===== src/rtl/decode_instruction_pkg.sv =====
// decode_instruction_pkg: widths, instruction field layout, opecode constants and write-back decode
package decode_instruction_pkg;
  localparam int ADDR = 16;
  localparam int W_INST = 32;
  localparam int W_OPC = 7;
  localparam int W_OPR = 32;
  localparam int W_RD = 5;
  localparam int W_IMM = 16;
  localparam int W_IMM_RAW = 15;
  typedef struct packed {
    logic [W_OPC-1:0] opc;
    logic [W_RD-1:0] rd;
    logic [W_RD-1:0] rs;
    logic [W_IMM_RAW-1:0] imm;
  } inst_t;
  localparam logic [W_OPC-1:0] OPC_LD = 7'b1000000;
  localparam logic [W_OPC-1:0] OPC_ST = 7'b1000001;
  localparam logic [4:0] FN_CMP = 5'd4;
  // Bit 5 selects the immediate form for operand 1; bits 6:5 = 11 is the jump/NOP/HLT class
  function automatic logic wb_enable(input logic [W_OPC-1:0] opc);
    logic [4:0] fn;
    fn = opc[4:0];
    return opc == OPC_LD ? 1'b1 :
           opc[6] ? 1'b0 :
           !(fn == FN_CMP || fn == 5'd11 || fn == 5'd14 || fn == 5'd15 || fn >= 5'd20);
  endfunction
endpackage


===== src/rtl/decode_regfile.sv =====
// decode_regfile: 2^W_RD x W_OPR register file, two async read ports with write-through, one write port
// Ports: clk, reset (async active-low clears all entries), we/wa/wd write port, ra0/ra1 -> rd0/rd1
module decode_regfile
  import decode_instruction_pkg::*;
(
  input  logic             clk,
  input  logic             reset,
  input  logic             we,
  input  logic [W_RD-1:0]  wa,
  input  logic [W_OPR-1:0] wd,
  input  logic [W_RD-1:0]  ra0,
  input  logic [W_RD-1:0]  ra1,
  output logic [W_OPR-1:0] rd0,
  output logic [W_OPR-1:0] rd1
);
  logic [W_OPR-1:0] mem [2**W_RD];
  always_ff @(posedge clk or negedge reset)
    if (!reset)
      for (int i = 0; i < 2**W_RD; i++) mem[i] <= '0;
    else if (we)
      mem[wa] <= wd;
  // Same-cycle write wins so a reader never sees stale data
  assign rd0 = (we && wa == ra0) ? wd : mem[ra0];
  assign rd1 = (we && wa == ra1) ? wd : mem[ra1];
endmodule


===== src/rtl/decode_instruction.sv =====
// decode_instruction: decode/register-read stage feeding execute, with RAW interlock, squash and stall
// Ports: clk, reset (async active-low); fetch side v_i/inst_i/pc_i/stall_o; execute side stall_i,
// branch_i, write-back wb_i/wb_r_i/result_i; registered bundle v_o/pc_o/opecode_o/opr0_o/opr1_o/imm_o/wb_o/wb_r_o
module decode_instruction
  import decode_instruction_pkg::*;
(
  input  logic              clk,
  input  logic              reset,
  input  logic              v_i,
  input  logic [W_INST-1:0] inst_i,
  input  logic [ADDR-1:0]   pc_i,
  input  logic              stall_i,
  output logic              stall_o,
  input  logic              branch_i,
  input  logic              wb_i,
  input  logic [W_RD-1:0]   wb_r_i,
  input  logic [W_OPR-1:0]  result_i,
  output logic              v_o,
  output logic [ADDR-1:0]   pc_o,
  output logic [W_OPC-1:0]  opecode_o,
  output logic [W_OPR-1:0]  opr0_o,
  output logic [W_OPR-1:0]  opr1_o,
  output logic [W_IMM-1:0]  imm_o,
  output logic              wb_o,
  output logic [W_RD-1:0]   wb_r_o
);
  inst_t f;
  logic [W_OPR-1:0] rd_val, rs_val, imm_opr;
  logic [W_IMM-1:0] imm_ext;
  logic hazard;
  assign f = inst_t'(inst_i);
  assign imm_ext = {{(W_IMM-W_IMM_RAW){f.imm[W_IMM_RAW-1]}}, f.imm};
  assign imm_opr = {{(W_OPR-W_IMM_RAW){f.imm[W_IMM_RAW-1]}}, f.imm};
  decode_regfile u_rf (
    .clk(clk), .reset(reset),
    .we(wb_i), .wa(wb_r_i), .wd(result_i),
    .ra0(f.rd), .ra1(f.rs),
    .rd0(rd_val), .rd1(rs_val)
  );
  // The instruction in the output register has not yet written back; one bubble lets it reach write-back
  assign hazard = v_i & v_o & wb_o & (wb_r_o == f.rd | (wb_r_o == f.rs & ~f.opc[5]));
  assign stall_o = stall_i | (hazard & ~branch_i);
  always_ff @(posedge clk or negedge reset)
    if (!reset) begin
      v_o <= 1'b0;
      pc_o <= '0;
      opecode_o <= '0;
      opr0_o <= '0;
      opr1_o <= '0;
      imm_o <= '0;
      wb_o <= 1'b0;
      wb_r_o <= '0;
    end else if (!stall_i) begin
      if (branch_i | hazard)
        v_o <= 1'b0;
      else begin
        v_o <= v_i;
        if (v_i) begin
          pc_o <= pc_i;
          opecode_o <= f.opc;
          opr0_o <= rd_val;
          opr1_o <= f.opc[5] ? imm_opr : rs_val;
          imm_o <= imm_ext;
          wb_o <= wb_enable(f.opc);
          wb_r_o <= f.rd;
        end
      end
    end
endmodule


===== config.mk =====
export PLATFORM = sky130hd
export DESIGN_NAME = decode_instruction
export DESIGN_NICKNAME = d
export VERILOG_FILES = /design/src/rtl/decode_instruction_pkg.sv /design/src/rtl/decode_regfile.sv /design/src/rtl/decode_instruction.sv
export SDC_FILE = /design/constraint.sdc
export NUM_CORES = 2
export LEC_CHECK = 0
export BUFFER_PORTS_ARGS = -buffer_cell sky130_fd_sc_hd__buf_2
export CORE_MARGIN = 2
export CORE_UTILIZATION = 50
export DETAILED_ROUTE_END_ITERATION = 8
export PLACE_DENSITY = 0.66
export SYNTH_ARGS = -nofsm -noshare
export SYNTH_HDL_FRONTEND = slang
export SYNTH_SLANG_ARGS = --single-unit

===== constraint.sdc =====
create_clock -name clk -period 2.7 [get_ports clk]
set_clock_uncertainty 0.05 [all_clocks]
set_input_delay 0.27 -clock clk [delete_from_list [all_inputs] [get_ports clk]]
set_output_delay 0.27 -clock clk [all_outputs]
set_load 0.01 [all_outputs]

==> results.txt <==
RSZ-0062 raised after global routing - no
All-Layer GR Usage - 31.59%
area occupied by multi-input gates - 28880 sq um
Synth cell types - 52
Detailed Route WL - 188500 um
Post-Syn Area per Cell - 14.77 sq um
core area - 116400 sq um
Synth Area in Compound Gates - 4.148%
row cnt - 125
maximum number of pins on one net before global-route repair - 127
max_cap viols - 0
clk slew on worst S/H paths - 0.06 ns
residual DRC count - 0
Routed Antenna Nets - 0
Port Buf Inserts - 201
pre-CTS WS - 0.03059 ns
CTS root buf - clkbuf_16
CP Max Fanout - 4
die width - 346.6 um
Setup violations, final - 0
fin crit period - 2.545 ns
clock sink count - 1133
max-slew violations - 0
I/O pins - 202
Clock Path Buffers - 3
Synth Flop Type - dfrtp_1
CP arrival - 2.22 ns
wire per inst - 32.54 um
main combinational cell family by area after synthesis - multiplexers
dpl hpwl - 115700 um
Peak VDD IR - 534.1 uV
Seq. cell area - 28360 sq um
Final WS setup - 0.1550 ns
first-pass GRT wire length - 278800 um
mux contribution to synthesized area - 41.19%
vias in the first global route - 39467
Worst-Margin Slew - 0.8730 ns
Final period util - 94.26%
Hold Worst Slack - 0.06418 ns
CTS Buf Count - 121
fill count - 9059
slew margin rel. - 41.68%
adder-cell share of the synthesized area - 0%
layout cells sized above 1 - 51.08%
Iteration-0 DRC Markers - 4274
gr ovfl total - 0
non-filler cells in the finished layout - 5792
Starting Density - 50.42%
Routability Congestion - 0.8556
Setup Crit Path Kind - flop to output port
Via-to-Cell Ratio - 6.785
register area share after synthesis - 48.32%
placed inst area - 63110 sq um
Critical Path Start Type - flop
Fin. Hold Viols - 0
area grow syn2layout - 15.63%
Placed Cells - 5518
via count - 39296
CP Data Required Time - 2.38 ns
fraction of registers with async set/reset - 100.0%
R2R Setup Slk - 0.44 ns
H-tree depth - 3
initial antenna violation count - 10
CP Capture Type - output port
FF+latch count, synth - 1133
Cells after Synth - 3971
most frequent cells in the layout - 1130 x dfrtp_1, 939 x mux2_2, 541 x mux4_2, 217 x nand2_1, 193 x buf_2
CTS tree - built
Initial DRT Pass Iterations - 6
number of enable flip-flop cells after synthesis - 0
design area - 67840 sq um
Cell Pwr Density - 748.6 nW/um^2
leak pwr - 29.48 nW
max frequency - 392.9 MHz
setup TNS - 0 ns
Skew-Pair Late Insertion Delay - 0.73 ns
Nets - 4253
Post-Syn Area - 58670 sq um
Simple-Gate Fraction of Synth Area - 3.114%
Die Y - 346.6 um
status - completed
Worst Hold Class - input port to flop
synth warn - 0
die area - 120100 sq um
commonest non-fill, non-tap cell in the layout - dfrtp_1
XOR/XNOR share of the synthesized area - 0.2986%
Synth Net Count - 4062
==> final timing paths <==
check / startpoint / end / cells after the start
worst max-delay path: wb_r_o[4] / stall_o / 7
worst min-delay path: result_i[13] / u_rf.mem[941] / 2
worst max register to register: wb_r_o[4] / opr0_o[21] / 9
worst min register to register: imm_o[0] / imm_o[0] / 2
max in group asynchronous: reset / u_rf.mem[946] / 4
min in group asynchronous: reset / u_rf.mem[872] / 3
==> state kept, by name, indices dropped and copies added, names as in the netlist <==
register   count
opr1_o        32
opr0_o        32
u_rf.mem    1024
pc_o          16
opecode_o      7
v_o            1
imm_o         15
wb_r_o         5
wb_o           1
==> synthesized netlist by cell type, types with 21 or more instances <==
master / n / area share (%)
buf_1: 59 / 0.38
o21ai_0: 83 / 0.71
mux2_2: 939 / 18
mux2i_1: 52 / 0.89
o22ai_1: 48 / 0.51
a22oi_1: 85 / 1.1
a21oi_1: 36 / 0.31
nor2b_1: 21 / 0.22
nand2_1: 234 / 1.5
buf_2: 68 / 0.58
mux4_2: 541 / 21
clkbuf_1: 271 / 1.7
nor2_1: 83 / 0.53
nand3_1: 29 / 0.25
mux2_1: 79 / 1.5
a211oi_1: 35 / 0.45
o21ai_1: 21 / 0.18
dfrtp_1: 1133 / 48
==> what timing repair did <==
action                                  4_1_cts  5_1_grt
pin swaps                                     0        1
endpoints found under the setup margin        1        1
buffers inserted                              0        1
resized for setup                             1        3
hold buffers                                 44        0
endpoints found under the hold margin       851        0
==> cells by family after synthesis <==
logic type             after synthesis
AO/OA/AOI/OAI                      369
flip-flops                        1133
buffers and inverters              415
AND/OR/NAND/NOR                    423
XOR/XNOR                            20
multiplexers                      1611
==> through the flow <==
step	power, W	utilization [%]
2_1_floorplan	0.02957	-
3_3_place_gp	0.03276	54.24
3_5_place_dp	0.03312	54.24
4_1_cts	0.05087	58.28
5_1_grt	0.05278	58.30
6_report	0.05079	58.30
==> routing by layer <==
layer  vias to the layer above  GRT usage [%]  part of all wire (%)
li1                      15668              -                     -
met1                     21273          45.22                    41
met2                      1959          48.19                    46
met3                       390          7.230                   9.0
met4                         6          10.10                   3.5
met5                         -              0                 0.020
==> where the power goes <==
part | internal (W) | switching, W
clock network | 0.0105 | 0.00719
registers | 0.0203 | 0.00264
logic | 0.00613 | 0.00400
==> area by class of cell <==
type                       instances  area share, %
antenna                            4        0.01475
inverter                           3        0.01660
sequential                      1133          41.80
clock buffer                     169          5.206
tap                             1524          2.811
timing repair buffer             480          6.512
clock inverter                    56          1.079
multi-input combinational       2423          42.56
==> critical path: stages, from the launching register on <==
cell      delay (ns)
dfrtp_2         0.45
xnor2_1         0.15
nand4_1         0.13
o32ai_2         0.24
buf_4           0.17
nand4_1         0.10
o21bai_1        0.13
buf_2           0.14
Power figures use the tool's default switching activity.
